**config.mk**
```make
export PLATFORM = sky130hd
export DESIGN_NAME = bf_uart_tx
export DESIGN_NICKNAME = d
export VERILOG_FILES = /design/src/rtl/bf_uart_tx_pkg.sv /design/src/rtl/bf_uart_tx_byte_fifo.sv /design/src/rtl/bf_uart_tx.sv
export SDC_FILE = /design/constraint.sdc
export NUM_CORES = 1
export LEC_CHECK = 0
export BUFFER_PORTS_ARGS = -buffer_cell sky130_fd_sc_hd__buf_2
export CORE_MARGIN = 2
export CORE_UTILIZATION = 55
export CTS_CLUSTER_SIZE = 12
export DETAILED_ROUTE_END_ITERATION = 10
export PLACE_DENSITY = 0.74
export SLEW_MARGIN = 20
export SYNTH_ARGS = -nofsm -noshare
export SYNTH_HDL_FRONTEND = slang
export SYNTH_HIERARCHICAL = 1
export SYNTH_SLANG_ARGS = --single-unit
```
**constraint.sdc**
```tcl
create_clock -name clk -period 4.5 [get_ports clk]
set_input_delay 0.45 -clock clk [delete_from_list [all_inputs] [get_ports clk]]
set_output_delay 0.45 -clock clk [all_outputs]
set_load 0.005 [all_outputs]
```
**src/rtl/bf_uart_tx_pkg.sv**
```systemverilog
// ---------------------------------------------------------------------------
// bf_uart_tx_pkg
// Shared definitions for the character UART transmitter slice.
//   DEFAULT_DATA_WIDTH : character width used when the top is not overridden
//                        (mirrors the shared DATA_WIDTH define of the core)
//   FRAME_EXTRA_BITS   : start + stop bits framing each character (8N1)
//   tx_state_t         : transmitter FSM states
// ---------------------------------------------------------------------------
package bf_uart_tx_pkg;

   localparam int DEFAULT_DATA_WIDTH = 8;
   localparam int FRAME_EXTRA_BITS   = 2;

   typedef enum logic [1:0] {
      ST_IDLE  = 2'd0,
      ST_START = 2'd1,
      ST_DATA  = 2'd2,
      ST_STOP  = 2'd3
   } tx_state_t;

endpackage

```
**src/rtl/bf_uart_tx_byte_fifo.sv**
```systemverilog
// ---------------------------------------------------------------------------
// byte_fifo
// Small synchronous FIFO with show-ahead read data.
//   clk, rst_n  : clock, asynchronous active-low reset
//   push        : write push_data this cycle (ignored when full unless popping)
//   push_data   : WIDTH-bit write data
//   pop         : remove the head entry this cycle (ignored when empty)
//   pop_data    : current head entry (valid while empty is low)
//   full, empty : occupancy flags
//   count       : number of stored entries, 0..DEPTH
// DEPTH must be a power of two (>= 2) so the pointers wrap naturally.
// ---------------------------------------------------------------------------
module byte_fifo #(
   parameter int WIDTH = 8,
   parameter int DEPTH = 8,
   localparam int AW   = $clog2(DEPTH)
) (
   input  logic          clk,
   input  logic          rst_n,
   input  logic          push,
   input  logic [WIDTH-1:0] push_data,
   input  logic          pop,
   output logic [WIDTH-1:0] pop_data,
   output logic          full,
   output logic          empty,
   output logic [AW:0]   count
);

   logic [WIDTH-1:0] mem [DEPTH];
   logic [AW-1:0]    wr_ptr;
   logic [AW-1:0]    rd_ptr;
   logic             do_push;
   logic             do_pop;

   // A push into a full FIFO still succeeds when a pop frees a slot in the
   // same cycle; otherwise the write is simply not performed.
   assign full     = (count == (AW+1)'(DEPTH));
   assign empty    = (count == '0);
   assign do_pop   = pop && !empty;
   assign do_push  = push && (!full || do_pop);
   assign pop_data = mem[rd_ptr];

   // Storage array carries no reset; only occupied entries are ever read.
   always_ff @(posedge clk) begin
      if (do_push) begin
         mem[wr_ptr] <= push_data;
      end
   end

   // Pointers wrap modulo DEPTH by overflowing their AW-bit width.
   always_ff @(posedge clk or negedge rst_n) begin
      if (!rst_n) begin
         wr_ptr <= '0;
         rd_ptr <= '0;
         count  <= '0;
      end else begin
         if (do_push) begin
            wr_ptr <= wr_ptr + 1'b1;
         end
         if (do_pop) begin
            rd_ptr <= rd_ptr + 1'b1;
         end
         if (do_push && !do_pop) begin
            count <= count + 1'b1;
         end else if (do_pop && !do_push) begin
            count <= count - 1'b1;
         end
      end
   end

endmodule

```
**src/rtl/bf_uart_tx.sv**
```systemverilog
// ---------------------------------------------------------------------------
// bf_uart_tx
// Buffered 8N1 serial transmitter fed by the core's character output port.
//   clk, rst_n  : clock, asynchronous active-low reset
//   output_en   : character strobe; data follows one cycle after the strobe
//   output_data : DATA_WIDTH-bit character, captured on the strobe's fall
//   tx          : serial line, idle high, LSB first
//   busy        : FIFO non-empty or a frame in progress
//   overflow    : sticky, set when a character was dropped on a full FIFO
//   fifo_count  : characters waiting in the FIFO
// Each character takes one IDLE pop cycle plus (DATA_WIDTH+2)*CLKS_PER_BIT
// cycles on the line.
// ---------------------------------------------------------------------------
module bf_uart_tx
   import bf_uart_tx_pkg::*;
#(
   parameter int DATA_WIDTH   = DEFAULT_DATA_WIDTH,
   parameter int CLKS_PER_BIT = 16,
   parameter int FIFO_DEPTH   = 8,
   localparam int CW          = $clog2(FIFO_DEPTH) + 1
) (
   input  logic                  clk,
   input  logic                  rst_n,
   input  logic                  output_en,
   input  logic [DATA_WIDTH-1:0] output_data,
   output logic                  tx,
   output logic                  busy,
   output logic                  overflow,
   output logic [CW-1:0]         fifo_count
);

   localparam int BW = $clog2(DATA_WIDTH + 1);
   localparam logic [15:0]  BAUD_RELOAD = 16'(CLKS_PER_BIT - 1);
   localparam logic [BW-1:0] LAST_BIT   = BW'(DATA_WIDTH - 1);

   tx_state_t               state;
   logic                    en_d;
   logic                    capture;
   logic [15:0]             baud_cnt;
   logic [BW-1:0]           bit_cnt;
   logic [DATA_WIDTH-1:0]   shift;
   logic [DATA_WIDTH-1:0]   fifo_head;
   logic                    fifo_full;
   logic                    fifo_empty;
   logic                    fifo_pop;

   // The core's data becomes valid the cycle after its strobe, so the
   // character is taken on the falling edge of the registered strobe.
   // A long strobe therefore still produces a single capture.
   assign capture  = en_d && !output_en;
   assign fifo_pop = (state == ST_IDLE) && !fifo_empty;
   assign busy     = (fifo_count != '0) || (state != ST_IDLE);

   byte_fifo #(
      .WIDTH (DATA_WIDTH),
      .DEPTH (FIFO_DEPTH)
   ) u_fifo (
      .clk       (clk),
      .rst_n     (rst_n),
      .push      (capture),
      .push_data (output_data),
      .pop       (fifo_pop),
      .pop_data  (fifo_head),
      .full      (fifo_full),
      .empty     (fifo_empty),
      .count     (fifo_count)
   );

   // Strobe edge detection and the sticky overflow flag. A capture into a
   // full FIFO is only a drop when the transmitter is not popping that cycle.
   always_ff @(posedge clk or negedge rst_n) begin
      if (!rst_n) begin
         en_d     <= 1'b0;
         overflow <= 1'b0;
      end else begin
         en_d <= output_en;
         if (capture && fifo_full && !fifo_pop) begin
            overflow <= 1'b1;
         end
      end
   end

   // Transmit FSM. tx is registered and always set one cycle ahead of the
   // state it belongs to, so the line changes on the same edge as the state.
   // The baud down-counter is reloaded on every state or bit change.
   always_ff @(posedge clk or negedge rst_n) begin
      if (!rst_n) begin
         state    <= ST_IDLE;
         tx       <= 1'b1;
         baud_cnt <= '0;
         bit_cnt  <= '0;
         shift    <= '0;
      end else begin
         case (state)
            ST_IDLE: begin
               if (!fifo_empty) begin
                  shift    <= fifo_head;
                  bit_cnt  <= '0;
                  baud_cnt <= BAUD_RELOAD;
                  tx       <= 1'b0;
                  state    <= ST_START;
               end
            end
            ST_START: begin
               if (baud_cnt == '0) begin
                  baud_cnt <= BAUD_RELOAD;
                  tx       <= shift[0];
                  state    <= ST_DATA;
               end else begin
                  baud_cnt <= baud_cnt - 1'b1;
               end
            end
            ST_DATA: begin
               if (baud_cnt == '0) begin
                  baud_cnt <= BAUD_RELOAD;
                  if (bit_cnt == LAST_BIT) begin
                     tx    <= 1'b1;
                     state <= ST_STOP;
                  end else begin
                     shift   <= shift >> 1;
                     bit_cnt <= bit_cnt + 1'b1;
                     tx      <= shift[1];
                  end
               end else begin
                  baud_cnt <= baud_cnt - 1'b1;
               end
            end
            ST_STOP: begin
               if (baud_cnt == '0) begin
                  state <= ST_IDLE;
               end else begin
                  baud_cnt <= baud_cnt - 1'b1;
               end
            end
            default: begin
               state <= ST_IDLE;
               tx    <= 1'b1;
            end
         endcase
      end
   end

endmodule

```
== After elaboration in Yosys (flattened, before gate mapping) ==
Memories as Yosys holds them, arrays and structs flattened.
Index checks and enable logic that the tools add are counted.

* Register bits: 43
* RAM bits: 64
* Output and inout bits: 7
* Memories kept: 1

* Add/sub/neg operators: 6
* Equal/unequal tests: 12
* Multiplexer cells: 27
* Reductions and logical operators: 29

{| class="wikitable"
|+ Memory list
! memory !! words !! width !! read ports !! clocked after memory_dff !! wr ports !! line !! RTL
|-
| u_fifo.mem || 8 || 8 || 1 || 0 || 1 || bf_uart_tx_byte_fifo.sv:29 || <nowiki>logic [WIDTH-1:0] mem [DEPTH];</nowiki>
|}

{| class="wikitable"
|+ Operators with widths
! kind !! number
|-
| two-way mux 16 bit || 3
|-
| one-hot mux 16 bit (3 select lines) || 1
|-
| two-way mux 8 bit || 3
|-
| two-way mux 4 bit || 5
|-
| logical NOT 16 bit || 1
|-
| one-hot mux 8 bit (2 select lines) || 1
|-
| subtractor 16 x 1 -> 16 bit, second input constant || 1
|-
| != test 2 bit, second input constant || 7
|-
| two-way mux 2 bit || 5
|-
| adder 4 x 1 -> 4 bit, second input constant || 2
|-
| logical AND 1 bit || 8
|-
| one-hot mux 2 bit (4 select lines) || 1
|-
| one-hot mux 4 bit (2 select lines) || 1
|-
| AND reduction 4 bit || 2
|-
| adder 3 x 1 -> 3 bit, second input constant || 2
|-
| logical NOT 1 bit || 6
|-
| two-way mux 1 bit || 6
|-
| nonzero test 2 bit || 3
|-
| AND reduction 5 bit || 1
|-
| equality test 2 bit, second input constant || 2
|-
| equality test 4 x 3 -> 1 bit, second input constant || 1
|-
| equality test 4 bit, second input constant || 1
|-
| logical NOT 4 bit || 1
|-
| nonzero test 4 bit || 1
|-
| other kinds (8) || 9
|}

== Longest topological paths before layout ==
Gate-level depths: netlist (run 1).

* Word-level depth: 10
* Gate-level depth with buffers: 12

== By module ==
The synthesis (run 1) kept the hierarchy.

{| class="wikitable"
|+ By module, submodules not included
! module !! instances !! cells an instance !! area an instance (um^2) !! sequential area each (um^2)
|-
| byte_fifo || 1 || 156 || 3062.9 || 2172.1
|-
| bf_uart_tx || 1 || 206 || 1980.6 || 827.0
|}

== Least setup slack after synthesis (run 1) ==
OpenSTA, ideal clock, no wires.

* Path type: reg2reg
* Start point: register state[0]
* End point: register u_fifo.count[3]
* Library setup time: 0.131 ns
* Data arrival time: 2.973 ns
* Data required time: 4.369 ns
* Path slack: 1.396 ns
* Stages on the path, launching flop included: 12
* Buffers on the path: 1
* Clock period less this slack: 3.104 ns
* Path through: dfrtp_1 > inv_1 > ha_1 > clkbuf_1 > nor2b_1 > o41ai_2 > ha_1 > inv_1 > ha_1 > or4_1 > o211ai_1 > o211ai_1

* Longest elaborated chain between the ends: 8
* Elaborated cells on any way between the ends: 11

{| class="wikitable"
|+ Ends and longest elaborated chain
! item !! line !! RTL
|-
| from (decl) || bf_uart_tx.sv:36 || <nowiki>tx_state_t state;</nowiki>
|-
| from (signal assigned) || bf_uart_tx.sv:88 || <nowiki>state <= ST_IDLE;</nowiki>
|-
| from (signal assigned) || bf_uart_tx.sv:101 || <nowiki>state <= ST_START;</nowiki>
|-
| from (signal assigned) || bf_uart_tx.sv:108 || <nowiki>state <= ST_DATA;</nowiki>
|-
| logical NOT 2 bit * || bf_uart_tx.sv:51 || <nowiki>assign fifo_pop = (state == ST_IDLE) && !fifo_empty;</nowiki>
|-
| logical AND 1 bit * || bf_uart_tx.sv:51 ||
|-
| named net fifo_pop || bf_uart_tx.sv:45 || <nowiki>logic fifo_pop;</nowiki>
|-
| logical AND 1 bit * || bf_uart_tx_byte_fifo.sv:39 || <nowiki>assign do_pop = pop && !empty;</nowiki>
|-
| logical OR 1 bit || bf_uart_tx_byte_fifo.sv:40 || <nowiki>assign do_push = push && (!full || do_pop);</nowiki>
|-
| logical AND 1 bit || bf_uart_tx_byte_fifo.sv:40 ||
|-
| logical NOT 1 bit || bf_uart_tx_byte_fifo.sv:65 || <nowiki>end else if (do_pop && !do_push) begin</nowiki>
|-
| logical AND 1 bit || bf_uart_tx_byte_fifo.sv:65 ||
|-
| nonzero test 2 bit (no line) || -- ||
|-
| to (signal assigned) || bf_uart_tx_byte_fifo.sv:64 || <nowiki>count <= count + 1'b1;</nowiki>
|-
| to (signal assigned) || bf_uart_tx_byte_fifo.sv:66 || <nowiki>count <= count - 1'b1;</nowiki>
|-
| to (decl) || bf_uart_tx_byte_fifo.sv:26 || <nowiki>output logic [AW:0] count</nowiki>
|}

Mark *: on every way through the listed nets, which the timed path passes. The rest lies on a longest branch.
A chain may end at the register's enable or synchronous reset.

== Final worst setup path (run 1) ==
* Start point: register state[1]
* End point: register u_fifo.count[3]

Same word-level chain as after synthesis.

==> results of run 1 <==
[cell type report]
class                           instances  share of cell area (%)
Sequential cell                       107                    55.5
Tap cell                              108                    2.50
Timing Repair Buffer                   20                    2.04
Inverter                               14                   0.972
Clock buffer                            9                    2.29
Multi-Input combinational cell        225                    35.0
Clock inverter                          7                    1.69
[path summary, 6_finish.rpt]
| check | cells after the start | end |
|---|---|---|
| min in group clk | 1 | en_d |
| max reg2reg | 10 | u_fifo/count[3] |
| min | 1 | baud_cnt[9] |
| max | 10 | u_fifo/count[3] |
| min reg2reg | 1 | overflow |
| max in group asynchronous | 1 | u_fifo/rd_ptr[0] |
[critical path: cells and delay by family (launching register included)]
kind,cells,cell delay [ns]
flops,1,0.42
fa+ha+maj,3,1.05
simple gates,2,1.16
buf+inv,2,0.28
compound gates,3,0.48
[cell usage after synthesis, types with 8 or more instances]
master	number	area, um2
mux2i_1	8	80.1
a21oi_1	25	125
nor3_1	9	45.0
edfxtp_1	64	1920
o21ai_0	15	75.1
inv_1	13	48.8
nand2_1	15	56.3
dfrtp_1	42	1050
nor2_1	24	90.1
nor4_1	8	50.1
ha_1	12	150
mux2_2	11	124
mux4_2	16	360
[per-layer routing]
| layer | global-route usage [%] | wire [um] | part of all wire [%] | vias up |
|---|---|---|---|---|
| li1 | - | - | - | 1419 |
| met1 | 26.3 | 4050 | 44 | 1468 |
| met2 | 33.2 | 4600 | 51 | 72 |
| met3 | 4.43 | 405 | 4.4 | 6 |
| met4 | 5.48 | 48 | 0.53 | 0 |
| met5 | 0 | 0 | 0 | - |
[flip-flops by register name, indices dropped and copies added, names as in the netlist]
signal         flops
baud_cnt          16
u_fifo/count       4
overflow           1
state              2
u_fifo/mem        64
shift              8
en_d               1
bit_cnt            4
u_fifo/rd_ptr      3
tx                 1
u_fifo/wr_ptr      3
[through the flow]
step	util [%]	instance area [um2]	cells	setup WS, ns
after global routing	61.4	5400	490	0.695
final	61.4	5400	490	0.973
after detailed placement	58.9	5180	474	1.04
after global placement	58.9	5180	474	1.25
after floorplan	-	5040	362	1.40
after CTS	61.3	5400	490	0.993
[report_power, final]
part	switching [W]	leakage (nW)	internal, W
Clock	0.000366	0.105	0.000224
Sequential	0.0000799	1.11	0.00112
Combinational	0.000147	0.892	0.000124
[logic make-up (layout without fill, tap and decap cells)]
family / after synthesis / in the layout
flops: 107 / 107
simple gates: 92 / 92
compound gates: 77 / 77
mux: 36 / 36
buf+inv: 30 / 50
fa+ha+maj: 13 / 13
xor+xnor: 7 / 7
==> results.json, run 1 <==
{
  "status": "completed",
  "cts.sinks": 107,
  "avgSynthCellArea_um2": 13.9,
  "first_pass_iters": 5,
  "synth_compound_area_share_pct": 11.0,
  "synth_seq_cells": 107,
  "p_leak_nw": 2.10,
  "grt.total_usage_pct": 19.8,
  "final_cell_mix": "edfxtp_1 (64), dfrtp_1 (41), a21oi_1 (25), nor2_1 (24)",
  "maxSlewHeadroom_pct": 39.6,
  "synthesis.area_um2": 5040,
  "die_h_um": 99.8,
  "hold_class": "in -> async",
  "drc": 0,
  "grt_max_degree": 44,
  "max-clock-path-buffers": 2,
  "grt_pass1_wl_um": 15200,
  "skew_ns": 0.0207,
  "syn_to_final_growth_pct": 7.14,
  "gp_congestion": 0.895,
  "final_nets": 401,
  "io_pins": 18,
  "cts.repair.resized": 0,
  "start_util_pct": 57.3,
  "synth-edff-count": 64,
  "drv_slew": 0,
  "cts_buffers": 9,
  "crit_start": "state[1]",
  "synth_mux_area_share_pct": 11.5,
  "syn-num-nets": 386,
  "fin_crit_ns": 3.53,
  "ys_async_sr_fraction_pct": 40.2,
  "yosysSeqAreaShare_pct": 59.5,
  "grt_pass1_vias": 2987,
  "synth_cell_types": 64,
  "clkLatencyLatePin_ns": 0.38,
  "cts-root-buf": "clkbuf_8",
  "synth_top_family_by_area": "multiplexers",
  "synth_xor_area_share_pct": 1.22,
  "hold_buffers": 0,
  "worst_slew_pin_slew_ns": 0.902,
  "cp_cell_sequence": "inv_1 > ha_1 > nor2b_1 > o41ai_2 > ha_1 > inv_1 > ha_1 > or4_1 > o211ai_1 > o211ai_1",
  "synthSimpleGateAreaFrac_pct": 10.2,
  "whs_ns": 0.0524,
  "critical_path_arrival_ns": 3.78,
  "antenna_found_initial": 0,
  "regArea_um2": 3000,
  "r2r_slack_ns": 0.97,
  "fin_total_pwr_w": 0.00207,
  "rsz0062_at_grt": "false",
  "slowest_delay_ns": 0.60,
  "num_rows": 34,
  "hpwl_um": 5920,
  "ys_warn_count": 6,
  "die_w_um": 99.8,
  "h-tree-depth": 3,
  "path_clk_slew_ns": 0.12,
  "crit_top_cell": "ha_1",
  "core-area_um2": 8810,
  "fmax_mhz": 283,
  "synthCells": 362,
  "fin_tns_setup_ns": 0,
  "first_iter_violations": 132,
  "peakVddDrop_mv": 0.274,
  "final_common_cell": "edfxtp_1",
  "postRouteAntennaNets": 0,
  "synth_fa_ha_area_share_pct": 3.37,
  "pwr_density_cell_nw_per_um2": 382,
  "vias": 2965,
  "vias_per_cell": 6.05,
  "grt_overflow": 0,
  "crit_type": "reg -> reg",
  "fillers": 637,
  "drive_above_1_share_pct": 23.3,
  "cpMaxStageDelayCell": "nor2b_1",
  "start_kind": "flip-flop",
  "reg2reg_from": "state[1]",
  "cp-end-kind": "flip-flop",
  "dieArea_um2": 9950,
  "finalSetupViolations": 0,
  "antenna_cells": 0,
  "yosys_most_used_dff": "edfxtp_1",
  "cap_violations": 0,
  "multi_input_area_um2": 1890,
  "cts_setup_buffers": 0,
  "io_buffer_count": 17,
  "postRouteWirelength_um": 9110,
  "critical_path_required_ns": 4.75,
  "crit_fanout": 12,
  "hold_viol_final": 0,
  "fin_crit_sh_pct": 78.4,
  "cts_tree": "built",
  "wl_per_cell_um": 18.6
}
Note: power is estimated with default switching activity, not from simulation.
==> run 2: changes to the inputs <==
==> constraint.sdc (replaced) <==
create_clock -name clk -period 3.4 [get_ports clk]
set_input_delay 0.34 -clock clk [delete_from_list [all_inputs] [get_ports clk]]
set_output_delay 0.34 -clock clk [all_outputs]
set_load 0.005 [all_outputs]
==> results.json, run 2 (synthesized netlist as in run 1, its figures left out) <==
{
  "max-clock-path-buffers": 2,
  "reg2reg_depth": 10,
  "peakVddDrop_mv": 0.302,
  "r2r_slack_ns": 0.33,
  "p_leak_nw": 2.16,
  "skew_ns": 0.00950,
  "fin_crit_sh_pct": 90.3,
  "fin_total_pwr_w": 0.00271,
  "antenna_cells": 0,
  "final_common_cell": "edfxtp_1",
  "clkPwrFrac_pct": 27.6,
  "postRouteWirelength_um": 8970,
  "path_depth": 10,
  "switching_share_pct": 27.8,
  "worst_slew_pin_slew_ns": 0.831,
  "first_pass_iters": 4,
  "hold_viol_final": 0,
  "switchingPower_w": 0.000753,
  "preCtsSetupSlack_ns": 0.239,
  "maxSlewHeadroom_pct": 44.6,
  "antenna_found_initial": 0,
  "postRouteAntennaNets": 0,
  "finalSetupViolations": 0,
  "setup_slack_ns": 0.331,
  "grt_overflow": 0,
  "r2r_end": "u_fifo/count[3]",
  "start_kind": "flip-flop",
  "io_buffer_count": 17,
  "start_util_pct": 57.3,
  "cap_violations": 0,
  "regMostFlops": "u_fifo/mem",
  "clkLatencyLatePin_ns": 0.37,
  "core-area_um2": 8810,
  "cpMaxStageDelayCell": "or4b_4",
  "vias": 3016,
  "crit_start": "u_fifo/count[0]",
  "pwr-share-seq_pct": 58.3,
  "h-tree-depth": 3,
  "top_regs": "u_fifo/mem (64), baud_cnt (16), shift (8)",
  "combPwrFrac_pct": 14.1,
  "fmax_mhz": 326,
  "final_cell_mix": "edfxtp_1 (64), dfrtp_1 (42), a21oi_1 (25), nor2_1 (24), buf_2 (17)",
  "endpoint": "u_fifo/count[3]",
  "crit_type": "reg -> reg",
  "critical_path_arrival_ns": 3.32,
  "rsz0062_at_grt": "false",
  "drv_slew": 0,
  "dieArea_um2": 9950,
  "die_h_um": 99.8,
  "cp_cell_sequence": "buf_4 > or4b_4 > o21ai_4 > inv_2 > ha_1 > inv_1 > ha_1 > or4_1 > o211ai_1 > o211ai_1",
  "syn_to_final_growth_pct": 8.66,
  "die_w_um": 99.8,
  "cp_top_family": "simple AND/OR/NAND/NOR gates",
  "path_clk_slew_ns": 0.11,
  "fin_util_pct": 62.2,
  "drc": 0,
  "grt.total_usage_pct": 19.6,
  "io_pins": 18,
  "first_iter_violations": 112,
  "cts.sinks": 107,
  "wl_per_cell_um": 17.9,
  "internal_power_w": 0.00196,
  "grt_pass1_wl_um": 14900,
  "vias_per_cell": 6.01,
  "cp-end-kind": "flip-flop",
  "cts_buffers": 9,
  "status": "completed",
  "fin_tns_setup_ns": 0,
  "gp_congestion": 0.829,
  "cts_tree": "built",
  "num_rows": 34,
  "grt_max_degree": 44,
  "final_nets": 413,
  "fin_crit_ns": 3.07,
  "cts-root-buf": "clkbuf_8",
  "whs_ns": 0.0905,
  "drive_above_1_share_pct": 25.1,
  "crit_fanout": 8,
  "cts_setup_buffers": 0,
  "grt_pass1_vias": 2977,
  "reg2reg_from": "u_fifo/count[0]",
  "hold_class": "in -> reg",
  "path_buf_inv": 3,
  "slowest_delay_ns": 0.57,
  "hpwl_um": 6050,
  "critical_path_required_ns": 3.65,
  "pwr_density_cell_nw_per_um2": 495,
  "fillers": 657,
  "largest_register_ff_count": 64
}
-- run 2: metrics by stage --
| stage | area [um2] | instances |
|---|---|---|
| after CTS | 5440 | 500 |
| after detailed placement | 5250 | 484 |
| after global placement | 5250 | 484 |
| after floorplan | 5040 | 362 |
| after global routing | 5480 | 502 |
| final | 5480 | 502 |
-- run 2: timing repair --
action / in CTS / in global routing
resized for setup: 0 / 2
setup endpoints to repair: 0 / 1
hold buffers: 0 / 1
endpoints found under the hold margin: 0 / 11
-- run 2: worst min path at each step --
| stage | from | depth (start not counted) | slack, ns | to |
|---|---|---|---|---|
| 4_1_cts | output_en | 1 | 0.08 | en_d |
| 5_1_grt | output_en | 1 | 0.07 | en_d |
| 2_1_floorplan | rst_n | 0 | 0.04 | baud_cnt[0] |
| 3_5_place_dp | output_en | 1 | 0.47 | en_d |
| 3_3_place_gp | output_en | 1 | 0.47 | en_d |
| 6_report | output_en | 1 | 0.09 | en_d |
-- run 2: final cells by class --
cell class / instances / area [um2] / area share, %
Tap cell: 108 / 135 / 2.47
Inverter: 14 / 52.6 / 0.959
Timing Repair Buffer: 32 / 213 / 3.88
Multi-Input combinational cell: 225 / 1890 / 34.5
Clock buffer: 9 / 124 / 2.26
Sequential cell: 107 / 3000 / 54.7
Clock inverter: 7 / 67.6 / 1.23
-- run 2: power by group through the flow --
stage          clock (W)  sequential [W]  combinational [W]
3_5_place_dp           0         0.00160           0.000378
5_1_grt         0.000827         0.00160           0.000424
4_1_cts         0.000767         0.00158           0.000380
3_3_place_gp           0         0.00160           0.000368
6_report        0.000749         0.00158           0.000382
2_1_floorplan          0         0.00160           0.000226
-- run 2: routing by layer --
layer  vias up  track usage, %  wire length, um  part of all wire [%]
met1      1515            26.1             3980                    44
met3        10            3.37              259                   2.9
met5         -               0                0                     0
met2        47            33.1             4610                    51
met4         0            6.43              125                   1.4
li1       1444               -                -                     -
-- run 2: worst register-to-register path, delay by kind of cell, from the launching register on --
family	cells	cell delay, ns
and+or+nand+nor	2	1.12
adders and majority gates	2	0.56
DFF	1	0.41
buffers and inverters	3	0.38
AOI/OAI and AO/OA	3	0.49
